File: src/rtl/uart_tx_frame.sv
// Serial UART transmitter: start bit, LSB-first data, optional parity bit, one stop bit.
// Latency: TX_OUT drops to the start bit on the acceptance edge; a frame lasts (DATA_WIDTH+2+PAR_EN)*N cycles.
// Backpressure: Busy high from acceptance until the frame ends; Data_Valid while Busy is dropped, not queued.
module uart_tx_frame #(
    parameter int DATA_WIDTH = 8
) (
    input  logic                  CLK,
    input  logic                  RST,
    input  logic [DATA_WIDTH-1:0] P_DATA,
    input  logic                  Data_Valid,
    input  logic                  PAR_EN,
    input  logic                  PAR_TYP,
    input  logic [5:0]            Prescaler,
    output logic                  TX_OUT,
    output logic                  Busy
);

    localparam int IW = (DATA_WIDTH > 1) ? $clog2(DATA_WIDTH) : 1;
    localparam logic [IW-1:0] LAST_IDX = IW'(DATA_WIDTH - 1);

    typedef enum logic [2:0] {
        S_IDLE,
        S_START,
        S_DATA,
        S_PARITY,
        S_STOP
    } state_t;

    state_t                state_q;
    logic [5:0]            cnt_q;      // cycles spent in the current bit
    logic [5:0]            n_q;        // cycles per bit, latched at acceptance (never 0 in a frame)
    logic [IW-1:0]         idx_q;      // data bit index
    logic [DATA_WIDTH-1:0] sh_q;       // latched word, shifted right as bits go out
    logic                  par_en_q;
    logic                  par_bit_q;  // parity bit precomputed from the latched word and type
    logic                  tx_q;
    logic                  busy_q;
    logic                  bit_end;

    // Last cycle of the current bit period.
    assign bit_end = (cnt_q == (n_q - 6'd1));

    assign TX_OUT = tx_q;
    assign Busy   = busy_q;

    // Frame sequencer; line and Busy are registered here so TX_OUT only moves on posedge CLK.
    always_ff @(posedge CLK or negedge RST) begin
        if (!RST) begin
            state_q   <= S_IDLE;
            cnt_q     <= '0;
            n_q       <= '0;
            idx_q     <= '0;
            sh_q      <= '0;
            par_en_q  <= 1'b0;
            par_bit_q <= 1'b0;
            tx_q      <= 1'b1;
            busy_q    <= 1'b0;
        end else begin
            case (state_q)
                S_IDLE: begin
                    tx_q   <= 1'b1;
                    busy_q <= 1'b0;
                    cnt_q  <= '0;
                    if (Data_Valid && !busy_q) begin
                        sh_q      <= P_DATA;
                        par_en_q  <= PAR_EN;
                        par_bit_q <= (^P_DATA) ^ PAR_TYP;
                        n_q       <= (Prescaler == 6'd0) ? 6'd1 : Prescaler;
                        idx_q     <= '0;
                        tx_q      <= 1'b0;
                        busy_q    <= 1'b1;
                        state_q   <= S_START;
                    end
                end
                S_START: begin
                    if (bit_end) begin
                        cnt_q   <= '0;
                        idx_q   <= '0;
                        tx_q    <= sh_q[0];
                        sh_q    <= sh_q >> 1;
                        state_q <= S_DATA;
                    end else begin
                        cnt_q <= cnt_q + 6'd1;
                    end
                end
                S_DATA: begin
                    if (bit_end) begin
                        cnt_q <= '0;
                        if (idx_q == LAST_IDX) begin
                            if (par_en_q) begin
                                tx_q    <= par_bit_q;
                                state_q <= S_PARITY;
                            end else begin
                                tx_q    <= 1'b1;
                                state_q <= S_STOP;
                            end
                        end else begin
                            idx_q <= idx_q + 1'b1;
                            tx_q  <= sh_q[0];
                            sh_q  <= sh_q >> 1;
                        end
                    end else begin
                        cnt_q <= cnt_q + 6'd1;
                    end
                end
                S_PARITY: begin
                    if (bit_end) begin
                        cnt_q   <= '0;
                        tx_q    <= 1'b1;
                        state_q <= S_STOP;
                    end else begin
                        cnt_q <= cnt_q + 6'd1;
                    end
                end
                S_STOP: begin
                    if (bit_end) begin
                        cnt_q   <= '0;
                        tx_q    <= 1'b1;
                        busy_q  <= 1'b0;
                        state_q <= S_IDLE;
                    end else begin
                        cnt_q <= cnt_q + 6'd1;
                    end
                end
                default: begin
                    cnt_q   <= '0;
                    tx_q    <= 1'b1;
                    busy_q  <= 1'b0;
                    state_q <= S_IDLE;
                end
            endcase
        end
    end

endmodule

File: config.mk
export PLATFORM = sky130hd
export DESIGN_NAME = uart_tx_frame
export DESIGN_NICKNAME = d
export VERILOG_FILES = /design/src/rtl/uart_tx_frame.sv
export SDC_FILE = /design/constraint.sdc
export NUM_CORES = 1
export LEC_CHECK = 0
export ABC_AREA = 1
export ABC_CLOCK_PERIOD_IN_PS = 2800
export BUFFER_PORTS_ARGS = -buffer_cell sky130_fd_sc_hd__buf_2
export CORE_MARGIN = 5
export CORE_UTILIZATION = 62
export DETAILED_ROUTE_END_ITERATION = 10
export GPL_TIMING_DRIVEN = 1
export PLACE_DENSITY = 0.87
export SLEW_MARGIN = 10
export SYNTH_ARGS = -nofsm -noshare
export SYNTH_HDL_FRONTEND = slang
export SYNTH_SLANG_ARGS = --single-unit
File: constraint.sdc
create_clock -name CLK -period 2.8 [get_ports CLK]
set_input_delay 0.56 -clock CLK [delete_from_list [all_inputs] [get_ports CLK]]
set_output_delay 0.56 -clock CLK [all_outputs]
set_load 0.01 [all_outputs]
==> results of run 1 <==
## area by class of cell
cell class | count | area [um^2] | share of cell area
repair buffers | 20 | 100.1 | 0.05135
multi-input cells | 184 | 893.4 | 0.4583
flip-flops and latches | 30 | 752.0 | 0.3858
clock buffers | 8 | 48.80 | 0.02503
well taps | 31 | 38.79 | 0.01990
inverters | 31 | 116.4 | 0.05969
## worst paths after layout
| kind | from | end |
|---|---|---|
| setup / recovery | n_q[0] | idx_q[1] |
| hold / removal | RST | par_bit_q |
| min in group CLK | Prescaler[5] | n_q[5] |
| max in group asynchronous | RST | Busy |
| hold reg to reg | sh_q[1] | sh_q[1] |
| setup reg to reg | n_q[0] | idx_q[1] |
## stage by stage
| step | hold slack (ns) | setup slack (ns) | cells |
|---|---|---|---|
| after floorplan | 0.2644 | 1.152 | 249 |
| after global placement | 0.4534 | 0.8197 | 296 |
| after detailed placement | 0.4634 | 0.7916 | 296 |
| after CTS | 0.2751 | 0.7900 | 304 |
| after global routing | 0.3121 | 0.5672 | 304 |
| final | 0.2533 | 0.7884 | 304 |
## kinds of logic after synthesis
group                    count (synthesis)  share of synthesized area
adder cells (fa/ha/maj)                  4                    0.02786
AO/OA/AOI/OAI                           15                    0.05084
XOR/XNOR                                11                    0.05362
flip-flops                              30                     0.4185
AND/OR/NAND/NOR                        154                     0.3649
buffers and inverters                   35                    0.08426
## state kept, by name, summed over array words and instances, names as in the netlist
| register | flops |
|---|---|
| sh_q | 8 |
| cnt_q | 6 |
| par_bit_q | 1 |
| TX_OUT | 1 |
| par_en_q | 1 |
| idx_q | 3 |
| Busy | 1 |
| n_q | 6 |
| state_q | 3 |
## routing by layer
| metal | wire length, um | vias to the layer above | part of all wire | global-route usage |
|---|---|---|---|---|
| met3 | 181 | 6 | 0.054 | 0.04378 |
| met5 | 0 | - | 0 | 0 |
| met1 | 1669 | 679 | 0.50 | 0.2587 |
| met4 | 46 | 0 | 0.014 | 0.05714 |
| met2 | 1457 | 38 | 0.43 | 0.2688 |
| li1 | - | 819 | - | - |
## cells in the mapped netlist (all sizes together), types with 2 or more instances
cell	number	area [um^2]
nor2	19	81.32
nand2	103	404.1
o21ai	10	50.05
buf	4	35.03
ha	4	50.05
xor2	6	52.55
xnor2	5	43.79
nand3	27	140.1
dfrtp	29	725.7
nor3	2	10.01
inv	31	116.4
## report_power, final
| group | switching [W] | total (W) | internal [W] |
|---|---|---|---|
| clock | 0.000140 | 0.000240 | 0.0000999 |
| sequential | 0.000141 | 0.000765 | 0.000624 |
| combinational | 0.000825 | 0.00124 | 0.000413 |
| total | 0.00111 | 0.00224 | 0.00114 |
## worst max-delay path, stage by stage, from the launching register on
cell	delay [ns]
dfrtp_1	0.40
inv_1	0.15
ha_1	0.21
inv_1	0.05
nand2_1	0.08
nand2_1	0.05
nand2_1	0.05
nand3_1	0.08
nor2_1	0.13
nand3_2	0.15
nand2_2	0.21
nand2_2	0.19
nand2_1	0.11
nand2_1	0.06
==> results by group, run 1 <==
Clock tree
  – Reg clk slew, reported paths: about 0.10 ns
  – Setup bufs post-CTS: 0
  – Hold buffer count at cts: 0
  – H-tree depth: 2
  – CTS root buffer: clkbuf_4
  – Sink Count: 30
  – CTS Buf Count: 5
  – Post-CTS resize count: 0
  – Clk buf depth: 2
  – CTS tree: built
  – Clk Latency, worst-skew pair: 0.33 ns

Floorplanning
  – Total core area: about 2800 um^2
  – Starting density of the core: 0.6515
  – Placement Rows: 19
  – Die ar.: 4074 um^2
  – Die Wd: 63.83 um
  – Die Height: between 60 and 70 um
  – I/O pins: 21

Cells and area
  – Fill count: between 200 and 250
  – Share of layout cells above drive strength 1: 0.1502
  – Final Cell Area: just under 2000 um^2
  – Post-layout util: 0.7069
  – Nets@finish: 295
  – Commonest non-fill, non-tap cell in the layout: nand2_1
  – Area added between synthesis and finish: 8.496%
  – Most frequent cells in the layout: nand2_1, inv_1, dfrtp_1
  – # diodes: 0

Detailed routing
  – Final WL: between 3000 and 4000 um
  – DR pass1 iterations: 5
  – Via count: roughly 1.5k
  – Post-route DRC: 0
  – Antenna-violating nets left: 0
  – Initial DRC Count: 61
  – Vias per inst: between 5 and 6
  – Drt wl/cell: between 10 and 15 um

Synth
  – Library cells used by synthesis: 27
  – Post-synth EDFFs: 0
  – Cells after Synth: approximately 250
  – Synth async-reset ratio: 1.000
  – Synth Flop Type: dfrtp_1
  – Post-Synthesis Cell Area: ~1800 um^2
  – Syn_area_per_cell: around 7.2 um^2
  – Yosys warns: 0
  – Yosys reg bits: 30
  – Sequential area share after synthesis: 0.4185
  – Mapped Nets: between 200 and 300

Min path
  – Min-Delay Path Class: in2async

Critical path
  – Worst EP arrival: between 2 and 2.5 ns
  – Setup slack, reg-to-reg: 0.79 ns
  – Worst R2R Path Depth: 13
  – Worst path required time: 3.02 ns
  – Crit Path Category: reg2reg
  – CP startpoint kind: register
  – Crit path capture type: register
  – Critical-path maximum fanout: 11

Global routing
  – GRT overflow: 0
  – Vias in the first global route: ~1.4k
  – Largest net degree at the start of global routing: 31
  – First-pass GRT wire length: a little under 6000 um
  – Initial antenna violation count: 0
  – GRT Total Usage: 0.1804

Power
  – PwrDens: ~1200 nW/um^2
  – Peak VDD IR: about 0.8 mV
  – Post-route total power: 0.002243 W
  – Pleak: approximately 1.1 nW

Flow run
  – Max Cap Viol: 0

Timing
  – Measured slew at the worst slew-check pin: 0.6561 ns
  – Slew margin rel.: 0.5626
  – Final hold vios: 0
  – Final Max Tran Viols: 0
  – Aggregate negative setup slack: 0 ns
  – Unrepaired setup endpoints after global routing: false
  – Final setup viols: 0
  – Fmax: between 400 and 500 MHz
  – Period minus WS final: 2.012 ns
  – Clk_skew: approximately 0.013 ns
  – Fin crit share: 0.7184

Placed design
  – Placed cell areas: between 1500 and 2000 um^2
  – Placer Congestion: 0.8695
  – HPWL Detailed: ~2600 um
  – I/O Buffers: 20

Run status
  – Status: finished, final reports clean
No activity file was read; power rests on OpenSTA's default activity.
==> run 2, diff against run 1 <==
--- a/config.mk
+++ b/config.mk
@@ -5,14 +5,14 @@
 export SDC_FILE = /design/constraint.sdc
 export NUM_CORES = 1
 export LEC_CHECK = 0
-export ABC_AREA = 1
-export ABC_CLOCK_PERIOD_IN_PS = 2800
+export ABC_AREA = 0
+export ABC_CLOCK_PERIOD_IN_PS = 1700
 export BUFFER_PORTS_ARGS = -buffer_cell sky130_fd_sc_hd__buf_2
 export CORE_MARGIN = 5
-export CORE_UTILIZATION = 62
+export CORE_UTILIZATION = 52
 export DETAILED_ROUTE_END_ITERATION = 10
 export GPL_TIMING_DRIVEN = 1
-export PLACE_DENSITY = 0.87
+export PLACE_DENSITY = 0.78
 export SLEW_MARGIN = 10
 export SYNTH_ARGS = -nofsm -noshare
 export SYNTH_HDL_FRONTEND = slang
==> constraint.sdc (replaced) <==
create_clock -name CLK -period 1.7 [get_ports CLK]
set_input_delay 0.34 -clock CLK [delete_from_list [all_inputs] [get_ports CLK]]
set_output_delay 0.34 -clock CLK [all_outputs]
set_load 0.01 [all_outputs]
==> run 2 against run 1 <==
The flow now finishes with violations (setup timing). Die area grew 20%. Routed wire length increased by 49%. Sequential power grew 75%. Area after synthesis is 3.6% higher. Fmax rose by 2.5%.
==> results by group, run 2 <==
Run status
  – Status: complete, but fails checks
  – Failing checks: setup timing

Power
  – Post-route total power: 0.005676 W
  – Pleak: around 1.1 nW
  – PwrDens: 2244 nW/um^2
  – Net Switching: approximately 0.0025 W
  – Cell Int Power: 0.003185 W
  – Net Sw Frac: 0.4389
  – Combinational power share: 0.690
  – Peak VDD IR: ~1.3 mV
  – Clock group share of total power: 0.074
  – Flop pwr share: 0.235

Cells and area
  – Fill count: 214
  – Share of layout cells above drive strength 1: 0.4375
  – Largest registers: sh_q (8), cnt_q (6), n_q (6)
  – Top reg by flops: sh_q
  – Area added between synthesis and finish: 35.98%
  – Nets@finish: 262
  – Non-filler cells, final: 286
  – # diodes: 0
  – Post-layout util: 0.7464
  – Most frequent cells in the layout: dfrtp_1, buf_4, buf_2
  – Max FFs per register: 8

Min path
  – Min-Delay Path Class: in2async

Critical path
  – Worst R2R Path Depth: 7
  – Crit path capture type: register
  – Slowest-stage cell, CP: dfrtp_1
  – Crit path cell chain: ha_2 -> ha_4 -> or3_4 -> a21oi_4 -> buf_12 -> mux2i_2 -> o311ai_4
  – Worst path required time: roughly 1.9 ns
  – CP startpoint kind: register
  – Largest stage delay on the critical path: 0.39 ns
  – Crit Path Category: reg2reg
  – Worst EP arrival: 2.17 ns
  – Critical-path maximum fanout: 8

Synth
  – Post-synth EDFFs: 0
  – Synth Flop Type: dfrtp_1
  – Yosys warns: 0
  – Synth async-reset ratio: 1.000
  – Sequential area share after synthesis: 0.4042
  – Most frequent cells after synthesis: dfrtp_1, nor2_1, nand2_1, xnor2_1, nor2b_1
  – Library cells used by synthesis: 52
  – Mapped Nets: roughly 210
  – Yosys reg bits: 30
  – Count leader, synth: dfrtp_1
  – Cells after Synth: approximately 190
  – Top cells by area, synth: dfrtp_1, xnor2_1, mux2i_1, mux2_2, nor2b_1
  – Yosys top cell area share: 0.3900
  – Syn_area_per_cell: 10.06 um^2
  – Area leader, netlist: dfrtp_1
  – Post-Synthesis Cell Area: about 1900 um^2

Clock tree
  – Sink Count: 30
  – Reg clk slew, reported paths: between 0.1 and 0.15 ns
  – Clk Latency, worst-skew pair: roughly 0.34 ns
  – CTS Buf Count: 5
  – H-tree depth: 2
  – CTS root buffer: clkbuf_4
  – CTS tree: built
  – Clk buf depth: 2

Placed design
  – Cell count after placement: 268
  – HPWL Detailed: between 3000 and 4000 um
  – I/O Buffers: 20
  – Placer Congestion: 0.8957

Floorplanning
  – Die ar.: between 4000 and 5000 um^2
  – Starting density of the core: 0.5489
  – Die Wd: 69.82 um
  – Die Height: roughly 70 um
  – Placement Rows: 21
  – Total core area: ~3400 um^2
  – I/O pins: 21

Timing
  – Measured slew at the worst slew-check pin: a little under 0.7 ns
  – Final hold vios: 0
  – Clk_skew: ~0.017 ns
  – Period minus WS final: between 1.5 and 2 ns
  – Hold_ws: ~0.028 ns
  – Final setup viols: 22
  – Fin crit share: 1.155
  – Slew margin rel.: 0.5379
  – Post-route setup slack: -0.2631 ns
  – Unrepaired setup endpoints after global routing: true
  – Fmax: around 510 MHz
  – Final Max Tran Viols: 0

Detailed routing
  – Post-route DRC: 0
  – Drt wl/cell: 17.50 um
  – DR pass1 iterations: 5
  – Via count: 1,679
  – Antenna-violating nets left: 0
  – Final WL: ~5000 um
  – Initial DRC Count: approximately 120
  – Vias per inst: between 5 and 6

Global routing
  – GRT Total Usage: 0.2182
  – Initial antenna violation count: 0
  – Largest net degree at the start of global routing: 31
  – First-pass GRT wire length: about 8400 um
  – Vias in the first global route: between 1.5k and 2k
  – GRT overflow: 0

Flow run
  – Max Cap Viol: 0
## run 2: changes by cell type after synthesis, sizes merged, moves of 5 or more
cell	change
inv	-23
mux2	+6
mux2i	+7
nand2	-90
nand3	-23
nor2	-5
nor2b	+9
nor4	+5
o21bai	+6
o311ai	+6
xnor2	+9
## run 2: worst max-delay path, delay by kind of cell, from the launching register on
| kind | cells | cell delay (ns) |
|---|---|---|
| buffers and inverters | 1 | 0.15 |
| adder cells (fa/ha/maj) | 2 | 0.36 |
| AO/OA/AOI/OAI | 2 | 0.30 |
| AND/OR/NAND/NOR | 1 | 0.36 |
| flip-flops | 1 | 0.39 |
| multiplexers | 1 | 0.28 |
## run 2: kinds of logic after synthesis
| group | synth area share |
|---|---|
| and+or+nand+nor | 0.1809 |
| DFF | 0.4042 |
| muxes | 0.07397 |
| adders and majority gates | 0.02690 |
| xor gates and xnor gates | 0.09819 |
| buffers and inverters | 0.04169 |
| AOI/OAI and AO/OA | 0.1742 |
## run 2: power groups by stage
stage	clock (W)	sequential, W	combinational [W]
2_1_floorplan	0	0.00125	0.00199
3_3_place_gp	0	0.00130	0.00282
3_5_place_dp	0	0.00132	0.00294
4_1_cts	0.000430	0.00132	0.00345
5_1_grt	0.000480	0.00138	0.00418
6_report	0.000422	0.00134	0.00392
## run 2: path summary, 6_finish.rpt
| path | slack [ns] | startpoint | end |
|---|---|---|---|
| max | -0.26 | idx_q[0] | sh_q[2] |
| max in group asynchronous | 1.22 | RST | sh_q[0] |
| min reg2reg | 0.51 | cnt_q[0] | cnt_q[0] |
| min | 0.03 | RST | sh_q[1] |
| min in group CLK | 0.22 | Prescaler[3] | n_q[3] |
| max reg2reg | -0.26 | idx_q[0] | sh_q[2] |
## run 2: stage by stage
stage	cell area [um^2]	TNS, ns	setup slack [ns]
after CTS	2424	-2.503	-0.2086
after global routing	2530	-5.055	-0.3207
final	2530	-3.511	-0.2631
after global placement	2218	-1.894	-0.2480
after floorplan	1899	-1.741	-0.1878
after detailed placement	2218	-3.583	-0.3336
## run 2: layout make-up
type,count,area (um^2),share of cell area
clock buffers,6,41.29,0.01632
clock inverters,2,10.01,0.003956
inverters,8,30.03,0.01187
multi-input cells,140,1247,0.4931
flip-flops and latches,30,752.0,0.2972
well taps,46,57.56,0.02275
repair buffers,54,391.6,0.1548
## run 2: timing repair
item                       in CTS  in global routing
resized for setup              26                 12
pin swaps                      12                 11
setup buffers                   5                  4
setup endpoints to repair      22                 22
cloned                          1                  0
hold buffers                    0                  0
## run 2: metal layers
layer / GRT usage / part of all wire
met4: 0.08085 / 0.027
met2: 0.4040 / 0.52
met3: 0.05797 / 0.064
met1: 0.2341 / 0.38
met5: 0 / 0
==> run 3, diff against run 2 <==
--- a/config.mk
+++ b/config.mk
@@ -13,6 +13,7 @@
 export DETAILED_ROUTE_END_ITERATION = 10
 export GPL_TIMING_DRIVEN = 1
 export PLACE_DENSITY = 0.78
+export RECOVER_POWER = 100
 export SLEW_MARGIN = 10
 export SYNTH_ARGS = -nofsm -noshare
 export SYNTH_HDL_FRONTEND = slang
==> run 3 against run 2 <==
The run ends with capacitance limit, slew limit, setup timing left. Cell area down 0.49%. Final cell count unchanged. Combinational power about the same. Utilization down 0.37 points. Count of clock-buffer cells in the layout unchanged. Sequential power about the same. Die area unchanged. Clock power up 1%. Routed wire length up 0.76%. Register-to-register slack about the same. First-iteration DRC count up 8.5%. Non-clock buffer count unchanged. Largest cell class unchanged. Highest routed layer unchanged.
==> results by group, run 3 (synthesized netlist as in run 2, its figures left out) <==
Floorplanning
  – Placement Rows: 21
  – I/O pins: 21
  – Die Height: approximately 70 um
  – Die Wd: 69.82 um
  – Total core area: 3390 um^2
  – Starting density of the core: 0.5489
  – Die ar.: slightly below 5000 um^2

Placed design
  – I/O Buffers: 20
  – Cell count after placement: 268
  – Placer Congestion: approximately 0.90
  – HPWL Detailed: 3354 um

Cells and area
  – Most frequent cells in the layout: dfrtp_1, buf_4, buf_2
  – Post-layout util: 0.7427
  – Top reg by flops: sh_q
  – Area added between synthesis and finish: 35.31%
  – Non-filler cells, final: approximately 290
  – Commonest non-fill, non-tap cell in the layout: dfrtp_1
  – Nets@finish: between 200 and 300
  – # diodes: 0
  – Max FFs per register: 8
  – Largest registers: sh_q (8), cnt_q (6), n_q (6)
  – Share of layout cells above drive strength 1: 0.4208

Power
  – Peak VDD IR: ~1.3 mV
  – PwrDens: roughly 2300 nW/um^2
  – Pleak: about 1.1 nW
  – Combinational power share: 0.688
  – Cell Int Power: 0.003173 W
  – Clock group share of total power: 0.075
  – Net Sw Frac: 0.4402
  – Net Switching: between 0.002 and 0.0025 W
  – Post-route total power: 0.005669 W
  – Flop pwr share: 0.236

Detailed routing
  – Antenna-violating nets left: 0
  – Post-route DRC: 0
  – Vias per inst: slightly below 6
  – Initial DRC Count: ~130
  – Final WL: roughly 5000 um
  – Drt wl/cell: 17.63 um
  – Via count: 1,696
  – DR pass1 iterations: 5

Clock tree
  – CTS tree: built
  – Reg clk slew, reported paths: around 0.11 ns
  – Sink Count: 30
  – H-tree depth: 2
  – Clk buf depth: 2
  – CTS Buf Count: 5
  – CTS root buffer: clkbuf_4
  – Clk Latency, worst-skew pair: approximately 0.35 ns

Timing
  – Final setup viols: 26
  – Measured slew at the worst slew-check pin: roughly 1.6 ns
  – Post-route setup slack: -0.2560 ns
  – Fmax: 511.3 MHz
  – Final Max Tran Viols: 31
  – Period minus WS final: 1.956 ns
  – Slew margin rel.: -0.09718
  – Aggregate negative setup slack: -3.656 ns
  – Hold_ws: 0.2180 ns
  – Clk_skew: 0.01835 ns
  – Unrepaired setup endpoints after global routing: true
  – Final hold vios: 0
  – Fin crit share: 1.151

Run status
  – Failing checks: capacitance limit, slew limit, setup timing
  – Status: complete, but fails checks

Critical path
  – Crit path capture type: register
  – R2R Path Start: n_q[0]
  – Worst path required time: 1.91 ns
  – Critical-path maximum fanout: 7
  – Crit Path Category: reg2reg
  – CP startpoint kind: register
  – Critical path launch point: n_q[0]
  – Worst EP arrival: between 2 and 2.5 ns

Global routing
  – GRT overflow: 0
  – Vias in the first global route: 1,812
  – First-pass GRT wire length: 8404 um
  – Largest net degree at the start of global routing: 31
  – GRT Total Usage: 0.2182
  – Initial antenna violation count: 0

Min path
  – Min-delay src: Prescaler[3]
  – Min-Delay Path Class: in2reg

Flow run
  – Max Cap Viol: 1
## run 3: cell count changes in the layout (fill, tap and decap cells not counted), sizes merged
cell,delta
buf,-4
clkbuf,+4
## run 3: final cells by class
| type | count | area (um^2) |
|---|---|---|
| multi-input cells | 140 | 1241 |
| fillers | 220 | 872.1 |
| flip-flops and latches | 30 | 752.0 |
| repair buffers | 54 | 385.4 |
| well taps | 46 | 57.56 |
| clock buffers | 6 | 41.29 |
| inverters | 8 | 30.03 |
| clock inverters | 2 | 10.01 |
## run 3: worst max-delay path, stage by stage, from the launching register on
cell and delay, ns:
dfrtp_1 0.42, inv_2 0.09, ha_4 0.21, xnor2_2 0.14
nor2_2 0.15, nand4b_4 0.16, or2_4 0.34, a311o_1 0.31
## run 3: path summary, 6_finish.rpt
path | endpoint | slack [ns] | cells past startpoint
max in group asynchronous | sh_q[0] | 0.34 | 1
hold reg to reg | cnt_q[0] | 0.51 | 1
hold / removal | n_q[3] | 0.22 | 3
setup / recovery | idx_q[2] | -0.26 | 7
min in group asynchronous | n_q[3] | 0.40 | 1
setup reg to reg | idx_q[2] | -0.26 | 7
## run 3: power by group through the flow
stage | registers [W] | clock network (W) | logic, W
floorplan | 0.00125 | 0 | 0.00199
global placement | 0.00130 | 0 | 0.00282
detailed placement | 0.00132 | 0 | 0.00294
CTS | 0.00132 | 0.000430 | 0.00345
global route | 0.00138 | 0.000480 | 0.00417
finish | 0.00134 | 0.000427 | 0.00390
## run 3: repair_timing
| action | CTS | global route |
|---|---|---|
| pin swaps | 12 | 11 |
| hold buffers | 0 | 0 |
| gates cloned | 1 | 0 |
| buffers inserted | 5 | 4 |
| setup endpoints to repair | 22 | 22 |
| resized for setup | 26 | 12 |
## run 3: per-layer routing
| metal | track usage | share of wire | vias up |
|---|---|---|---|
| li1 | - | - | 779 |
| met1 | 0.2341 | 0.39 | 826 |
| met2 | 0.4040 | 0.52 | 71 |
| met3 | 0.05797 | 0.059 | 20 |
| met4 | 0.08085 | 0.028 | 0 |
| met5 | 0 | 0 | - |
## run 3: stage by stage
stage / cell area [um^2] / setup WS (ns)
after detailed placement: 2218 / -0.3336
after global placement: 2218 / -0.2480
after floorplan: 1899 / -0.1878
final: 2517 / -0.2560
after global routing: 2517 / -0.3207
after CTS: 2424 / -0.2086
